==> config.mk <==
export PLATFORM = sky130hd
export DESIGN_NAME = clk_copy_mon
export DESIGN_NICKNAME = d
export VERILOG_FILES = /design/src/rtl/clk_copy_mon_pkg.sv /design/src/rtl/clk_copy_mon_sync_cell.sv /design/src/rtl/clk_copy_mon.sv
export SDC_FILE = /design/constraint.sdc
export NUM_CORES = 1
export LEC_CHECK = 0
export ABC_AREA = 1
export CORE_ASPECT_RATIO = 1.2
export CORE_MARGIN = 2
export CORE_UTILIZATION = 57
export CTS_CLUSTER_SIZE = 30
export DETAILED_ROUTE_END_ITERATION = 6
export PLACE_DENSITY = 0.81
export SYNTH_ARGS = -nofsm -noshare
export SYNTH_HDL_FRONTEND = slang
export SYNTH_SLANG_ARGS = --single-unit
==> constraint.sdc <==
create_clock -name clk -period 2 [get_ports clk]
set_input_delay 0.3 -clock clk [delete_from_list [all_inputs] [get_ports clk]]
set_output_delay 0.3 -clock clk [all_outputs]
set_load 0.02 [all_outputs]
==> src/rtl/clk_copy_mon_pkg.sv <==
// Shared types and constants for the copied-clock monitor.
// Latency: n/a (declarations only).
// Backpressure: n/a.
package clk_copy_mon_pkg;

    localparam int CNT_W = 8;
    localparam logic [CNT_W-1:0] CNT_MAX = '1;

    typedef enum logic [1:0] {
        IDLE   = 2'd0,
        ACQ    = 2'd1,
        LOCKED = 2'd2,
        LOST   = 2'd3
    } state_t;

    // Increment that sticks at the all-ones value instead of wrapping.
    function automatic logic [CNT_W-1:0] sat_inc(input logic [CNT_W-1:0] v);
        return (v == CNT_MAX) ? v : v + 1'b1;
    endfunction

endpackage

==> src/rtl/clk_copy_mon_sync_cell.sv <==
// Multi-flop synchronizer bringing an asynchronous level into the clk domain.
// Latency: DEPTH clk cycles from input change to q_o.
// Backpressure: none; free-running.
module sync_cell #(
    parameter int DEPTH = 2
) (
    input  logic clk,
    input  logic rst_n,
    input  logic d_i,
    output logic q_o
);

    logic [DEPTH-1:0] sync_q;

    // Shift the raw input through the synchronizer chain.
    always_ff @(posedge clk or negedge rst_n) begin
        if (!rst_n) begin
            sync_q <= '0;
        end else begin
            sync_q <= {sync_q[DEPTH-2:0], d_i};
        end
    end

    assign q_o = sync_q[DEPTH-1];

endmodule

==> src/rtl/clk_copy_mon.sv <==
// Copied-clock monitor: measures edge-to-edge intervals and tracks lock/loss.
// Latency: SYNC_STAGES+1 cycles input-to-event, outputs registered one cycle after the event.
// Backpressure: none. Optional error counter enabled by defining CLK_COPY_MON_ERRCNT_EN.
module clk_copy_mon
    import clk_copy_mon_pkg::*;
#(
    parameter int SYNC_STAGES = 2,
    parameter int EXP_HALF    = 4,
    parameter int TOL         = 1,
    parameter int LOCK_CNT    = 8,
    parameter int TIMEOUT     = 16
) (
    input  logic             clk,
    input  logic             rst_n,
    input  logic             clk_copy_in,
    input  logic             enable,
    output logic             locked,
    output logic             lost,
    output logic [CNT_W-1:0] period_meas
`ifdef CLK_COPY_MON_ERRCNT_EN
    ,
    output logic [CNT_W-1:0] err_cnt
`endif
);

    // Window of acceptable intervals, held at 32 bits so EXP_HALF+TOL may exceed 255.
    localparam logic [31:0]      GOOD_LO = 32'(EXP_HALF - TOL);
    localparam logic [31:0]      GOOD_HI = 32'(EXP_HALF + TOL);
    localparam logic [CNT_W-1:0] TO_V    = CNT_W'(TIMEOUT);
    localparam logic [CNT_W-1:0] LOCK_V  = CNT_W'(LOCK_CNT);

    logic             copy_s;
    logic             copy_edge_q;
    logic             evt;
    logic [CNT_W-1:0] cnt_q, cnt_d;
    logic [CNT_W-1:0] ivl;
    logic             good;
    logic             timeout;

    state_t           state_q, state_d;
    logic [CNT_W-1:0] good_cnt_q, good_cnt_d;
    logic             first_q, first_d;
    logic [CNT_W-1:0] period_q, period_d;
    logic             locked_q;
    logic             lost_q, lost_d;

    sync_cell #(
        .DEPTH (SYNC_STAGES)
    ) u_sync (
        .clk   (clk),
        .rst_n (rst_n),
        .d_i   (clk_copy_in),
        .q_o   (copy_s)
    );

    // Remember the previous synchronized level so either edge can be seen.
    always_ff @(posedge clk or negedge rst_n) begin
        if (!rst_n) begin
            copy_edge_q <= 1'b0;
        end else begin
            copy_edge_q <= copy_s;
        end
    end

    assign evt = copy_s ^ copy_edge_q;

    // Counter holds cycles since the last event; the interval includes the event cycle.
    assign cnt_d   = evt ? '0 : sat_inc(cnt_q);
    assign ivl     = sat_inc(cnt_q);
    assign good    = ({{(32-CNT_W){1'b0}}, ivl} >= GOOD_LO) &&
                     ({{(32-CNT_W){1'b0}}, ivl} <= GOOD_HI);
    assign timeout = (cnt_q == TO_V);

    // Interval counter, restarted by every event.
    always_ff @(posedge clk or negedge rst_n) begin
        if (!rst_n) begin
            cnt_q <= '0;
        end else begin
            cnt_q <= cnt_d;
        end
    end

    // Next-state logic; disable wins over any event seen in the same cycle.
    always_comb begin
        state_d    = state_q;
        good_cnt_d = good_cnt_q;
        first_d    = first_q;
        period_d   = period_q;
        lost_d     = 1'b0;
        if (!enable) begin
            state_d = IDLE;
        end else begin
            case (state_q)
                IDLE, LOST: begin
                    // Re-arm: the next edge only marks a starting point.
                    state_d    = ACQ;
                    good_cnt_d = '0;
                    first_d    = 1'b1;
                end
                ACQ: begin
                    if (evt) begin
                        if (first_q) begin
                            first_d = 1'b0;
                        end else begin
                            period_d = ivl;
                            if (good) begin
                                good_cnt_d = good_cnt_q + 1'b1;
                                if (good_cnt_q + 1'b1 == LOCK_V) begin
                                    state_d = LOCKED;
                                end
                            end else begin
                                good_cnt_d = '0;
                            end
                        end
                    end else if (timeout) begin
                        good_cnt_d = '0;
                        first_d    = 1'b1;
                    end
                end
                LOCKED: begin
                    if (evt) begin
                        period_d = ivl;
                        if (!good) begin
                            state_d = LOST;
                            lost_d  = 1'b1;
                        end
                    end else if (timeout) begin
                        state_d = LOST;
                        lost_d  = 1'b1;
                    end
                end
                default: state_d = IDLE;
            endcase
        end
    end

    // State, measurement and registered status outputs.
    always_ff @(posedge clk or negedge rst_n) begin
        if (!rst_n) begin
            state_q    <= IDLE;
            good_cnt_q <= '0;
            first_q    <= 1'b0;
            period_q   <= '0;
            locked_q   <= 1'b0;
            lost_q     <= 1'b0;
        end else begin
            state_q    <= state_d;
            good_cnt_q <= good_cnt_d;
            first_q    <= first_d;
            period_q   <= period_d;
            locked_q   <= (state_d == LOCKED);
            lost_q     <= lost_d;
        end
    end

    assign locked      = locked_q;
    assign lost        = lost_q;
    assign period_meas = period_q;

`ifdef CLK_COPY_MON_ERRCNT_EN
    logic             err_inc;
    logic [CNT_W-1:0] err_q;

    // Bad measured intervals and timeouts while monitoring; the arming edge is never judged.
    assign err_inc = enable &&
                     (((state_q == ACQ) && ((evt && !first_q && !good) || (!evt && timeout))) ||
                      ((state_q == LOCKED) && (evt ? !good : timeout)));

    // Saturating error counter, cleared only by reset.
    always_ff @(posedge clk or negedge rst_n) begin
        if (!rst_n) begin
            err_q <= '0;
        end else if (err_inc) begin
            err_q <= sat_inc(err_q);
        end
    end

    assign err_cnt = err_q;
`endif

endmodule

==> reports/results.ini <==
[setup_path]
cp-start-kind=register
critPathArrivalTime_ns=2.10
r2r-end=good_cnt_q[5]$_DFFE_PN0P_
critPathCaptureType=register
ff2ff_path_depth=10
worstSetupPathType=reg2reg
cp_max_fo=8
r2r_slack_ns=0.14
crit_required_ns=2.24
r2r-start=cnt_q[0]$_DFF_PN0_

[finish]
mostFrequentLayoutCells=54 x nand2_1, 31 x inv_1, 31 x dfrtp_1
layout_commonest_cell=nand2_1
diodes=0
layout.cells.non_filler=277
fin_util=0.701
area_delta_synth_final_pct=16.3
fin_nets=254
drive_above_1_share=0.128

[power]
ir_worst_vdd_mv=0.560
power.leakage_nw=0.945
powerDensity_nw_per_um2=696

[routing]
ant_nets=0
wl_per_cell_um=12.4
firstDrtPassIters=4
via_count=1421
drt-total-wl_um=3430
drt-initial-drc-count=29
via_per_inst=5.13
remaining_drc_errors=0

[floorplan]
fp.dieW_um=54.0
start_util=0.603
die_y_um=64.0
boundaryPins=14
core_area_um2=2840
die_area_um2=3460
rows=21

[clocking]
clk_latency_ns=0.33
path_clk_slew_ns=0.10
cts_made_buffers=5
clock-sinks=32
cts.path.max_buffers=2
htree_levels=2
cts_tree=done
clock-root-buffer=clkbuf_4

[placed_design]
dp.cells=268
gp_congestion=0.865
io_buffers=13
dp_hpwl_um=2530

[timing]
setup-tns-final_ns=0
slew_headroom=0.734
setup_viol=0
slew_violations=0
tightest_slew_ns=0.399
min_period_ns=1.86
rsz0062_at_grt=yes
period_share=0.932
clock_skew_ns=0.0130
hold_viol=0
fmax_mhz=536

[yosys]
ys_seq_area_frac=0.468
synth_top_area_frac=0.468
syn_nets=230
yosys_warnings=0
synth_cells=219
syn_area_um2=1710
synth_seq_cells=32
netlist_top_cells_area=dfrtp_1 47%, nand2_1 13%, inv_1 6.8%
ys_types=26
syn_area_per_cell_um2=7.81
yosysTopAreaCell=dfrtp_1

[hold_path]
hp-class=in2async

[global_route]
grt_usage=0.235
grt_pass1_vias=1359
gr-total-overflow=0
grt_pass1_wl_um=5840
grt_max_degree=33
antenna_found_initial=0

[status]
run_status=finished, final reports clean

[flow_run]
cap_violations=0

## through the flow
step           setup slack (ns)  hold WS (ns)  power, mW  cell area (um2)
3_3_place_gp              0.129         0.332       1.04             1900
2_1_floorplan             0.267       0.00441      0.933             1710
3_5_place_dp             0.0845         0.345       1.04             1900
4_1_cts                  0.0590         0.366       1.37             1950
5_1_grt                 -0.0206         0.369       1.48             1990
6_report                  0.136         0.354       1.38             1990
## metal layers
metal  vias up  track usage  wire length [um]
met5         -            0                 0
met4         0        0.116                93
met3         9       0.0631               112
met2        23        0.370              1730
met1       659        0.290              1500
li1        730            -                 -
## final cells by class
class                           count  area, um2
Clock buffer                        6       41.3
Clock inverter                      1       5.00
Timing Repair Buffer               20        183
Tap cell                           34       42.5
Fill cell                         238        848
Multi-Input combinational cell    151        792
Sequential cell                    32        802
Inverter                           33        124
## worst max-delay path, stage by stage (launching register included)
cell and delay, ns:
dfrtp_2 0.44, buf_4 0.15, inv_1 0.08, ha_1 0.23, inv_1 0.05, nand2_1 0.05
nand2_2 0.09, nor2_1 0.08, nor2_4 0.13, nand4_2 0.24, o22ai_1 0.22
## Yosys cell counts
master	count
inv_2	2
nand2_1	57
o21ai_0	12
o21ai_1	2
a41oi_1	1
nand4_1	2
ha_1	7
nand2_4	1
buf_2	1
nand4_2	1
o22ai_1	5
nand2_2	2
nor2_1	28
nor2_2	2
a21oi_2	1
nor2_4	3
inv_1	31
dfrtp_1	32
o21bai_1	1
buf_4	1
nand3_1	19
nor3_1	1
xnor2_1	1
xor2_1	2
a21oi_1	3
clkbuf_1	1
## cells by family after synthesis
family | count (synthesis) | share of synthesized area
and+or+nand+nor | 116 | 0.301
adders and majority gates | 7 | 0.0512
buffers and inverters | 36 | 0.0819
AOI/OAI and AO/OA | 25 | 0.0827
xor gates and xnor gates | 3 | 0.0154
DFF | 32 | 0.468
## state kept, by name, indices dropped and copies added (netlist names)
signal,count
good_cnt_q,8
lost,1
u_sync.sync_q,2
cnt_q,8
state_q,2
period_meas,8
first_q,1
locked,1
copy_edge_q,1
## power by group
group / leakage, nW / switching [mW] / internal, mW
clock network: 0.0281 / 0.203 / 0.129
logic: 0.489 / 0.185 / 0.126
registers: 0.427 / 0.0451 / 0.695
## worst max path at each step
stage                        from                   endpoint  slack (ns)  depth (start not counted)
2_1_floorplan  cnt_q[0]$_DFF_PN0_           locked$_DFF_PN0_        0.27                         14
3_3_place_gp   cnt_q[0]$_DFF_PN0_           locked$_DFF_PN0_        0.13                         14
3_5_place_dp   cnt_q[0]$_DFF_PN0_  good_cnt_q[7]$_DFFE_PN0P_        0.08                         10
4_1_cts        cnt_q[0]$_DFF_PN0_  good_cnt_q[7]$_DFFE_PN0P_        0.06                         10
5_1_grt        cnt_q[0]$_DFF_PN0_           locked$_DFF_PN0_       -0.02                         14
6_report       cnt_q[0]$_DFF_PN0_  good_cnt_q[5]$_DFFE_PN0P_        0.14                         10
## what timing repair did
| action | 4_1_cts | 5_1_grt |
|---|---|---|
| resized for setup | 0 | 7 |
| setup endpoints to repair | 0 | 11 |
| setup buffers | 0 | 2 |
| hold buffers | 0 | 0 |
No activity file was read; power rests on OpenSTA's default activity.
